### src/rtl/tile_gfx_pkg.sv
// Shared constants, FSM state type and colour reduction
// for the tile-drawer pixel pipeline.
package tile_gfx_pkg;

    localparam int SCREEN_W_DEF   = 160;
    localparam int SCREEN_H_DEF   = 120;
    localparam int COLOR_BITS_DEF = 3;

    // Pixel-word field widths (colour width follows COLOR_BITS)
    localparam int X_W = 8;
    localparam int Y_W = 7;

    typedef enum logic [1:0] {
        S_IDLE  = 2'd0,
        S_DRAIN = 2'd1,
        S_CLEAR = 2'd2
    } state_t;

    // Keep the top cb bits of each 8-bit channel; result is
    // right-aligned {R,G,B} in the low 3*cb bits.
    function automatic logic [23:0] reduce_rgb(
        input logic [23:0] rgb,
        input int          cb
    );
        logic [23:0] r8;
        logic [23:0] g8;
        logic [23:0] b8;
        r8 = {16'b0, rgb[23:16] >> (8 - cb)};
        g8 = {16'b0, rgb[15:8] >> (8 - cb)};
        b8 = {16'b0, rgb[7:0] >> (8 - cb)};
        return (r8 << (2 * cb)) | (g8 << cb) | b8;
    endfunction

endpackage

### src/rtl/pixel_bus_receiver_if.sv
// Frame-buffer write port: valid/ready handshake carrying
// one reduced-colour pixel per transfer.
interface pixel_bus_receiver_if #(
    parameter int CB = 3
);
    logic            fb_we;
    logic [7:0]      fb_x;
    logic [6:0]      fb_y;
    logic [3*CB-1:0] fb_colour;
    logic            fb_ready;

    modport master (
        output fb_we,
        output fb_x,
        output fb_y,
        output fb_colour,
        input  fb_ready
    );

    modport slave (
        input  fb_we,
        input  fb_x,
        input  fb_y,
        input  fb_colour,
        output fb_ready
    );
endinterface

### src/rtl/pixel_fifo.sv
// Small synchronous FIFO for captured pixel words. Push while
// full is accepted only together with a pop; no bypass when empty.
module pixel_fifo #(
    parameter int DEPTH = 4,
    parameter int W     = 24,
    localparam int PTR_W = $clog2(DEPTH),
    localparam int CNT_W = $clog2(DEPTH) + 1
) (
    input  logic             clk,
    input  logic             reset,
    input  logic             push,
    input  logic [W-1:0]     din,
    input  logic             pop,
    output logic [W-1:0]     head,
    output logic             full,
    output logic             empty,
    output logic [CNT_W-1:0] count
);
    logic [W-1:0]     mem [DEPTH];
    logic [PTR_W-1:0] wr_ptr;
    logic [PTR_W-1:0] rd_ptr;

    assign head  = mem[rd_ptr];
    assign full  = (count == CNT_W'(DEPTH));
    assign empty = (count == '0);

    // Storage write; contents need no reset
    always_ff @(posedge clk) begin
        if (push) begin
            mem[wr_ptr] <= din;
        end
    end

    // Pointers wrap naturally because DEPTH is a power of two
    always_ff @(posedge clk) begin
        if (reset) begin
            wr_ptr <= '0;
            rd_ptr <= '0;
            count  <= '0;
        end else begin
            if (push) begin
                wr_ptr <= wr_ptr + 1'b1;
            end
            if (pop) begin
                rd_ptr <= rd_ptr + 1'b1;
            end
            unique case ({push, pop})
                2'b10:   count <= count + 1'b1;
                2'b01:   count <= count - 1'b1;
                default: count <= count;
            endcase
        end
    end
endmodule

### src/rtl/pixel_bus_receiver.sv
// Tile-drawer pixel bus sink: clip, colour reduce and queue pixels,
// then write them to the frame buffer; sweeps a full-screen clear.
module pixel_bus_receiver
    import tile_gfx_pkg::*;
#(
    parameter int FIFO_DEPTH = 4,
    parameter int SCREEN_W   = SCREEN_W_DEF,
    parameter int SCREEN_H   = SCREEN_H_DEF,
    parameter int COLOR_BITS = COLOR_BITS_DEF
) (
    input  logic                 clk,
    input  logic                 reset,
    input  logic                 vga_draw_enable_bus,
    input  logic [7:0]           vga_x_out_bus,
    input  logic [7:0]           vga_y_out_bus,
    input  logic [23:0]          vga_RGB_out_bus,
    input  logic                 clear_req,
    input  logic [23:0]          clear_colour,
    pixel_bus_receiver_if.master fb,
    output logic                 busy,
    output logic                 overflow,
    output logic [7:0]           clip_count
);
    localparam int CW    = 3 * COLOR_BITS;
    localparam int PW    = X_W + Y_W + CW;
    localparam int CNT_W = $clog2(FIFO_DEPTH) + 1;

    localparam logic [7:0] W_LIM  = 8'(SCREEN_W);
    localparam logic [7:0] H_LIM  = 8'(SCREEN_H);
    localparam logic [7:0] X_LAST = 8'(SCREEN_W - 1);
    localparam logic [6:0] Y_LAST = 7'(SCREEN_H - 1);

    state_t state_q;
    state_t state_d;

    logic strobe;
    logic clipped;
    logic keep;
    logic push;
    logic pop;
    logic clr_start;
    logic sweep_end;
    logic xfer;
    logic load_ok;
    logic at_last;

    logic             fifo_full;
    logic             fifo_empty;
    logic [CNT_W-1:0] fifo_count;
    logic [PW-1:0]    fifo_head;
    logic [PW-1:0]    px_word;

    logic [23:0]   px_red;
    logic [23:0]   clr_red;
    logic          unused_red;
    logic [CW-1:0] clr_col_q;
    logic [CW-1:0] clr_col_next;
    logic          clear_pending;

    logic          out_valid;
    logic [7:0]    out_x;
    logic [6:0]    out_y;
    logic [CW-1:0] out_col;

    // Capture and clip: anything other than a solid 1 is idle
    assign strobe  = (vga_draw_enable_bus == 1'b1);
    assign clipped = strobe &&
                     ((vga_x_out_bus >= W_LIM) ||
                      (vga_y_out_bus >= H_LIM));
    assign keep    = strobe && !clipped;
    assign push    = keep && (!fifo_full || pop);

    assign px_red  = reduce_rgb(vga_RGB_out_bus, COLOR_BITS);
    assign clr_red = reduce_rgb(clear_colour, COLOR_BITS);
    assign unused_red = ^{px_red[23:CW], clr_red[23:CW]};

    assign px_word = {vga_x_out_bus,
                      vga_y_out_bus[6:0],
                      px_red[CW-1:0]};

    // A request arriving with the sweep start uses its own colour
    assign clr_col_next = clear_req ? clr_red[CW-1:0] : clr_col_q;

    assign xfer    = out_valid && fb.fb_ready;
    assign load_ok = !out_valid || xfer;
    assign at_last = (out_x == X_LAST) && (out_y == Y_LAST);

    assign fb.fb_we     = out_valid;
    assign fb.fb_x      = out_x;
    assign fb.fb_y      = out_y;
    assign fb.fb_colour = out_col;

    assign busy = (state_q != S_IDLE) ||
                  (fifo_count != '0) ||
                  out_valid ||
                  clear_pending;

    pixel_fifo #(
        .DEPTH (FIFO_DEPTH),
        .W     (PW)
    ) u_fifo (
        .clk   (clk),
        .reset (reset),
        .push  (push),
        .din   (px_word),
        .pop   (pop),
        .head  (fifo_head),
        .full  (fifo_full),
        .empty (fifo_empty),
        .count (fifo_count)
    );

    // State register
    always_ff @(posedge clk) begin
        if (reset) begin
            state_q <= S_IDLE;
        end else begin
            state_q <= state_d;
        end
    end

    // Next state plus pop / sweep-start / sweep-end strobes
    always_comb begin
        state_d   = state_q;
        pop       = 1'b0;
        clr_start = 1'b0;
        sweep_end = 1'b0;
        unique case (state_q)
            S_IDLE: begin
                if (clear_req || clear_pending) begin
                    clr_start = load_ok;
                    state_d   = S_CLEAR;
                end else if (!fifo_empty) begin
                    pop     = load_ok;
                    state_d = S_DRAIN;
                end
            end
            S_DRAIN: begin
                if (!fifo_empty) begin
                    pop = load_ok;
                end else if (load_ok) begin
                    if (clear_pending || clear_req) begin
                        clr_start = 1'b1;
                        state_d   = S_CLEAR;
                    end else begin
                        state_d = S_IDLE;
                    end
                end
            end
            S_CLEAR: begin
                if (xfer && at_last) begin
                    sweep_end = 1'b1;
                    state_d   = fifo_empty ? S_IDLE : S_DRAIN;
                end
            end
            default: begin
                state_d = S_IDLE;
            end
        endcase
    end

    // Output register: FIFO head, sweep start, or sweep advance
    always_ff @(posedge clk) begin
        if (reset) begin
            out_valid <= 1'b0;
            out_x     <= '0;
            out_y     <= '0;
            out_col   <= '0;
        end else if (pop) begin
            out_valid <= 1'b1;
            {out_x, out_y, out_col} <= fifo_head;
        end else if (clr_start) begin
            out_valid <= 1'b1;
            out_x     <= '0;
            out_y     <= '0;
            out_col   <= clr_col_next;
        end else if ((state_q == S_CLEAR) && xfer) begin
            if (sweep_end) begin
                out_valid <= 1'b0;
            end else if (out_x == X_LAST) begin
                out_x <= '0;
                out_y <= out_y + 1'b1;
            end else begin
                out_x <= out_x + 1'b1;
            end
        end else if (xfer) begin
            out_valid <= 1'b0;
        end
    end

    // Clear request bookkeeping; requests during a sweep are ignored
    always_ff @(posedge clk) begin
        if (reset) begin
            clear_pending <= 1'b0;
            clr_col_q     <= '0;
        end else begin
            if (clear_req && (state_q != S_CLEAR)) begin
                clear_pending <= 1'b1;
                clr_col_q     <= clr_red[CW-1:0];
            end
            if (sweep_end) begin
                clear_pending <= 1'b0;
            end
        end
    end

    // Sticky overflow and saturating clip counter
    always_ff @(posedge clk) begin
        if (reset) begin
            overflow   <= 1'b0;
            clip_count <= '0;
        end else begin
            if (keep && fifo_full && !pop) begin
                overflow <= 1'b1;
            end
            if (clipped && (clip_count != 8'hFF)) begin
                clip_count <= clip_count + 1'b1;
            end
        end
    end
endmodule

### src/flat_wrapper.sv
// flat-port wrapper written by rule: the top's interface ports become plain ports
module pixel_bus_receiver_flat import tile_gfx_pkg::*;
#(
    parameter int FIFO_DEPTH = 4,
    parameter int SCREEN_W   = SCREEN_W_DEF,
    parameter int SCREEN_H   = SCREEN_H_DEF,
    parameter int COLOR_BITS = COLOR_BITS_DEF
)
  (clk, reset, vga_draw_enable_bus, vga_x_out_bus, vga_y_out_bus, vga_RGB_out_bus, clear_req, clear_colour, busy, overflow, clip_count, fb_fb_we, fb_fb_x, fb_fb_y, fb_fb_colour, fb_fb_ready);
  pixel_bus_receiver_if #(.CB(3)) fb_i ();
  input  logic clk;
  input  logic reset;
  input  logic vga_draw_enable_bus;
  input  logic [7:0] vga_x_out_bus;
  input  logic [7:0] vga_y_out_bus;
  input  logic [23:0] vga_RGB_out_bus;
  input  logic clear_req;
  input  logic [23:0] clear_colour;
  output logic busy;
  output logic overflow;
  output logic [7:0] clip_count;
  output wire logic [$bits(fb_i.fb_we)-1:0] fb_fb_we;
  output wire logic [$bits(fb_i.fb_x)-1:0] fb_fb_x;
  output wire logic [$bits(fb_i.fb_y)-1:0] fb_fb_y;
  output wire logic [$bits(fb_i.fb_colour)-1:0] fb_fb_colour;
  input wire logic [$bits(fb_i.fb_ready)-1:0] fb_fb_ready;
  assign fb_fb_we = fb_i.fb_we;
  assign fb_fb_x = fb_i.fb_x;
  assign fb_fb_y = fb_i.fb_y;
  assign fb_fb_colour = fb_i.fb_colour;
  assign fb_i.fb_ready = fb_fb_ready;
  pixel_bus_receiver #(.FIFO_DEPTH(FIFO_DEPTH), .SCREEN_W(SCREEN_W), .SCREEN_H(SCREEN_H), .COLOR_BITS(COLOR_BITS)) u_core (.clk(clk), .reset(reset), .vga_draw_enable_bus(vga_draw_enable_bus), .vga_x_out_bus(vga_x_out_bus), .vga_y_out_bus(vga_y_out_bus), .vga_RGB_out_bus(vga_RGB_out_bus), .clear_req(clear_req), .clear_colour(clear_colour), .fb(fb_i), .busy(busy), .overflow(overflow), .clip_count(clip_count));
endmodule
### config.mk
export PLATFORM = sky130hd
export DESIGN_NAME = pixel_bus_receiver_flat
export DESIGN_NICKNAME = d
export VERILOG_FILES = /design/src/rtl/tile_gfx_pkg.sv /design/src/rtl/pixel_bus_receiver_if.sv /design/src/rtl/pixel_fifo.sv /design/src/rtl/pixel_bus_receiver.sv /design/src/flat_wrapper.sv
export SDC_FILE = /design/constraint.sdc
export NUM_CORES = 1
export LEC_CHECK = 0
export ABC_AREA = 1
export BUFFER_PORTS_ARGS = -buffer_cell sky130_fd_sc_hd__buf_2
export CAP_MARGIN = 10
export CORE_AREA = 2 2 109 111
export DETAILED_ROUTE_END_ITERATION = 8
export DIE_AREA = 0 0 111 113
export GPL_TIMING_DRIVEN = 0
export PLACE_DENSITY = 0.82
export SKIP_LAST_GASP = 1
export SLEW_MARGIN = 40
export SYNTH_ARGS = -nofsm -noshare
export SYNTH_HDL_FRONTEND = slang
export SYNTH_SLANG_ARGS = --single-unit
### constraint.sdc
create_clock -name clk -period 4.5 [get_ports clk]
set_input_delay 0.675 -clock clk [delete_from_list [all_inputs] [get_ports clk]]
set_output_delay 0.675 -clock clk [all_outputs]
set_load 0.01 [all_outputs]
# == Yosys cells after proc, flatten, opt, wreduce, memory -nomap -nowiden ==
# Memory sizes are Yosys's and may differ from the RTL's. A register that Yosys moved wholly into a read port is not among the register bits.
# Index checks and enable logic that the tools add are counted.
# word_totals
regBits,53
ram_bits,96
inputBits,69
elab_cells,118
mem_count,1
# classes
addsub,7
n_lt_le_gt_ge,2
n_eq_ne,15
mux,41
bitwise_logic,4
reduce_logical,36
# mem_list
memory,depth,width,rd,rd_ports_with_merged_regs,wr,line,source
u_core.u_fifo.mem,4,24,1,1,1,pixel_fifo.sv:19,logic [W-1:0] mem [DEPTH];
# ops
cell,n
2-to-1 mux 8 bit,5
2-to-1 mux 7 bit,5
2-to-1 mux 9 bit,3
bitwise OR 9 x 3 -> 9 bit,2
bitwise OR 9 x 6 -> 9 bit,2
"adder 8 x 1 -> 8 bit, second input constant",2
2-to-1 mux 1 bit,16
2-to-1 mux 2 bit,8
logical AND 1 bit,11
nonzero test 3 bit,3
"== test 8 bit, second input constant",1
"greater-or-equal comparator 8 x 7 -> 1 bit, second input constant",1
"greater-or-equal comparator 8 bit, second input constant",1
"!= test 8 bit, second input constant",1
"adder 7 x 1 -> 7 bit, second input constant",1
"== test 7 bit, second input constant",1
logical OR 1 bit,7
"!= test 2 x 1 -> 1 bit, second input constant",3
one-hot mux 2 bit (3 select lines),1
one-hot mux 3 bit (2 select lines),1
nonzero test 2 bit,3
"adder 2 x 1 -> 2 bit, second input constant",2
"== test 2 x 1 -> 1 bit, second input constant",2
"== test 2 bit, second input constant",2
other kinds (16),21

# == Logic depth before layout (Yosys ltp) ==
# logic_depth
word_depth,9
depth_mapped,13
mapped_depth_nobuf,12

# == Cells and area by module ==
# Synthesis repeated with hierarchy kept, for this count alone.
# unflattened
hier_cells,695
area_unflattened_um2,6750.2
# modules_own_cells
module,n_inst,cells_each,area_per_inst_um2
pixel_fifo,1,290,4170.2
pixel_bus_receiver,1,405,2580.0

# == Least setup slack after synthesis ==
# Ideal clock, no wire load.
# synth_path
path_type,input -> register
startpoint,input port clear_req
endpoint,"memory u_core.u_fifo.mem[0][0], enable pin"
setup_time_ps,405
t_arrival_ps,2330
required_time_ps,4095
slack_ps,1765
cell_stages,7
path_cell_list,nor2_2 > nand2_1 > nand2_1 > nand3_2 > nand2_1 > nand2_1 > nor2_1
# synth_between
elab_chain_len,7
# synth_lines
item,line,source
start: declaration,flat_wrapper.sv:17,input logic clear_req;
logical OR 1 bit,pixel_bus_receiver.sv:130,if (clear_req || clear_pending) begin
2-to-1 mux 1 bit,pixel_bus_receiver.sv:130,
one-hot mux 1 bit (2 select lines),pixel_bus_receiver.sv:128,unique case (state_q)
logical OR 1 bit,pixel_bus_receiver.sv:71,assign push = keep && (!fifo_full || pop);
logical AND 1 bit,pixel_bus_receiver.sv:71,
2-to-1 mux 1 bit,pixel_fifo.sv:29,if (push) begin
2-to-1 mux 1 bit (implied by the code),pixel_fifo.sv:30,mem[wr_ptr] <= din;
end: declaration,pixel_fifo.sv:19,
# No other way between the ends.

# == Worst setup path in the final report ==
# layout_path
startpoint,input port vga_x_out_bus[6]
endpoint,"memory u_core.u_fifo.mem[0][14], enable pin"
# layout_between
elab_chain_len,8
# layout_lines
item,line,source
start: declaration,flat_wrapper.sv:14,input logic [7:0] vga_x_out_bus;
greater-or-equal comparator 8 bit,pixel_bus_receiver.sv:68,((vga_x_out_bus >= W_LIM) ||
logical OR 1 bit,pixel_bus_receiver.sv:68,
logical AND 1 bit,pixel_bus_receiver.sv:67,assign clipped = strobe &&
zero test 1 bit,pixel_bus_receiver.sv:70,assign keep = strobe && !clipped;
logical AND 1 bit,pixel_bus_receiver.sv:70,
logical AND 1 bit,pixel_bus_receiver.sv:71,
2-to-1 mux 1 bit,pixel_fifo.sv:29,
2-to-1 mux 1 bit (implied by the code),pixel_fifo.sv:30,
# No other way between the ends.

==> metrics.txt <==
status=complete, no violations; routability cong.=0.846; #FFs+latches synth=151; global route total overflow=0; Synth top area share=43.4%; initial core utilization=59.0%; Worst Skew=0.00880 ns; Layout Nets=868; detailed-route wire length=15600 um; Synth area leader=edfxtp_1; drt wl/cell=16.5 um; Die ar.=0.0125 sq mm; Worst Setup Start Kind=input port; Setup Buffers After CTS=0; number of primary I/O pins=104; number of global-route vias before repair=5209; drt drc=0; Post-Route Setup TNS=0 ns; Clock Latency Late Sink=0.43 ns; clock sinks=151; post-detail-place hpwl=10200 um; Post-Syn Instances=695; Total GRT Usage=25.3%; die width=111 um; TritonCTS buffer count=17; antenna cell count=0; cell row count=39; largest net degree at the start of global routing=17; DR pass1 iterations=5; Arrival @ worst endpoint=2.61 ns; critical-path maximum fanout=15; Yosys Warn Count=0; H-tree depth=4; Min-Delay Path Class=input port to register; initial antenna violation count=0; Syn-to-layout area delta=19.1%; Worst Setup Path Type=input port to register; DR vias/cell=5.71; die height=113 um; clock root buffer=clkbuf_16; post-cts hold buffer count=0; count of final max-slew check failures=0; clock slew at reported path FFs=0.06 ns; placed inst area=0.00729 sq mm; Final setup viols=0; CTS tree=built; top post-synthesis cells by area=edfxtp_1 43%, dfxtp_1 17%, nor2_1 6.9%, nand2_1 5.9%, o21ai_0 5.5%; first-pass GRT wire length=24900 um; Synth Net Count=772; Power Dens Cells=495 mW/mm^2; Syn Area/Cell=9.56 sq um; Max clock buf depth=2; sequential-to-total area share from yosys stat=59.9%; core area=0.0113 sq mm; Max Cap Viol=0; cts repair resizes=0; Final Hold Fails=0; fin crit share=55.1%; layout cells sized above 1=19.9%; post-route minimum period=2.48 ns; Routed Antenna Nets=0; slew at the pin closest to its max-slew limit=0.597 ns; Setup crit end kind=register; number of DRC markers in iteration 0=461; Mapped Area=0.00665 sq mm; setup repair after global routing missed its margin=false; Req. time, crit path=4.63 ns; Lkg Pwr=3.13 nW; Peak VDD IR=0.303 mV; Buffers on Ports=73; Slew HR=60.2%; Yosys cell types=34; fmax=0.404 GHz; Final Cell Area=0.00792 sq mm; Via Count=5409
-- logic make-up after synthesis --
family | count (synthesis) | share of synthesized area [%]
flops | 151 | 59.9
compound gates | 149 | 12.1
fa+ha+maj | 8 | 1.62
simple gates | 286 | 19.1
buf+inv | 90 | 5.82
xor+xnor | 11 | 1.45
-- Yosys cell counts --
| library cell | number |
|---|---|
| nor2_1 | 123 |
| nand3_2 | 1 |
| nand4_1 | 6 |
| buf_6 | 4 |
| nand2_2 | 2 |
| nand3_1 | 16 |
| nand3_4 | 1 |
| a31oi_1 | 2 |
| o21bai_1 | 2 |
| buf_2 | 8 |
| nor2_4 | 3 |
| nor3_2 | 9 |
| buf_1 | 1 |
| clkinv_1 | 2 |
| nor3_1 | 12 |
| inv_2 | 11 |
| inv_4 | 2 |
| nand2_1 | 105 |
| a21oi_1 | 20 |
| edfxtp_1 | 96 |
| o21ai_0 | 73 |
| dfxtp_1 | 55 |
| nand2_4 | 4 |
| clkbuf_1 | 16 |
| o22ai_1 | 23 |
| fa_1 | 1 |
| xnor2_1 | 4 |
| inv_1 | 45 |
| a211oi_1 | 9 |
| nor2_2 | 4 |
| o21ai_1 | 20 |
| xor2_1 | 7 |
| buf_4 | 1 |
| ha_1 | 7 |
-- where the power goes --
part	switching [W]	internal (W)	total [W]	leakage, nW
registers	0.0000908	0.00158	0.00167	1.32
clock network	0.000560	0.000933	0.00149	0.301
logic	0.000490	0.000274	0.000765	1.51
total	0.00114	0.00278	0.00392	3.13
-- per-stage QoR --
stage	cells	worst slack, ns	hold slack [ns]	total power [W]	utilization [%]
after global routing	947	1.86	0.459	0.00408	70.3
after global placement	911	0.602	0.445	0.00240	63.8
after CTS	947	2.03	0.448	0.00392	70.3
after detailed placement	915	1.61	0.459	0.00244	64.7
after floorplan	695	1.77	0.432	0.00219	-
final	947	2.02	0.457	0.00392	70.3
-- layer usage --
metal | track usage [%] | vias to the layer above | routed length [um]
met4 | 12.0 | 0 | 344
met2 | 42.5 | 259 | 7660
met1 | 31.1 | 2560 | 6430
li1 | - | 2557 | -
met5 | 0 | - | 0
met3 | 6.16 | 33 | 1160
-- critical path, cell delays in order --
cell	delay, ns
buf_2	0.13
o21ai_1	0.29
nand3_1	0.15
nor2_1	0.24
nand2_1	0.36
nor2_4	0.53
buf_8	0.23
-- registers in the layout, summed over array words and instances, names as in the netlist, named ones only --
| signal | flops |
|---|---|
| u_core.clr_col_q | 9 |
| u_core.u_fifo.mem | 96 |
| u_core.fb.fb_we | 1 |
| u_core.u_fifo.rd_ptr | 2 |
| u_core.overflow | 1 |
| u_core.clear_pending | 1 |
| u_core.fb.fb_x | 8 |
| u_core.u_fifo.count | 3 |
| u_core.fb.fb_y | 7 |
| u_core.u_fifo.wr_ptr | 2 |
| u_core.clip_count | 8 |
| u_core.state_q | 2 |
| u_core.fb.fb_colour | 9 |
-- cell type report --
type / instances / area (sq um)
clock inverter: 14 / 196
multi-input combinational: 454 / 2310
inverter: 60 / 230
fill: 750 / 3350
timing repair buffer: 77 / 438
clock buffer: 18 / 429
tap: 143 / 179
buffer: 30 / 156
sequential: 151 / 3980
-- final timing paths --
kind | to | start | cells past startpoint | slack (ns)
setup / recovery | u_core.u_fifo.mem[0][14]$_DFFE_PP_ | vga_x_out_bus[6] | 7 | 2.02
hold / removal | u_core.u_fifo.mem[2][8]$_DFFE_PP_ | vga_RGB_out_bus[23] | 1 | 0.46
setup reg to reg | u_core.u_fifo.mem[0][14]$_DFFE_PP_ | u_core.state_q[1]$_SDFFE_PP0P_ | 8 | 2.20
hold reg to reg | u_core.clr_col_q[4]$_SDFFE_PP0P_ | u_core.clr_col_q[4]$_SDFFE_PP0P_ | 2 | 0.46
-- placed cells by master, fill, tap and decap left out, types with 6 or more instances in the layout --
master and count:
nor2_1 119, nand2_1 105, edfxtp_1 96, buf_2 81, o21ai_0 73, dfxtp_1 55
inv_1 45, o22ai_1 23, o21ai_1 20, a21oi_1 20, clkbuf_1 17, clkbuf_16 17
nand3_1 16, nor3_1 12, inv_2 11, a211oi_1 9, nor3_2 9, nor2_4 7
xor2_1 7, ha_1 7, nand4_1 6
Note: power is estimated with default switching activity, not from simulation.
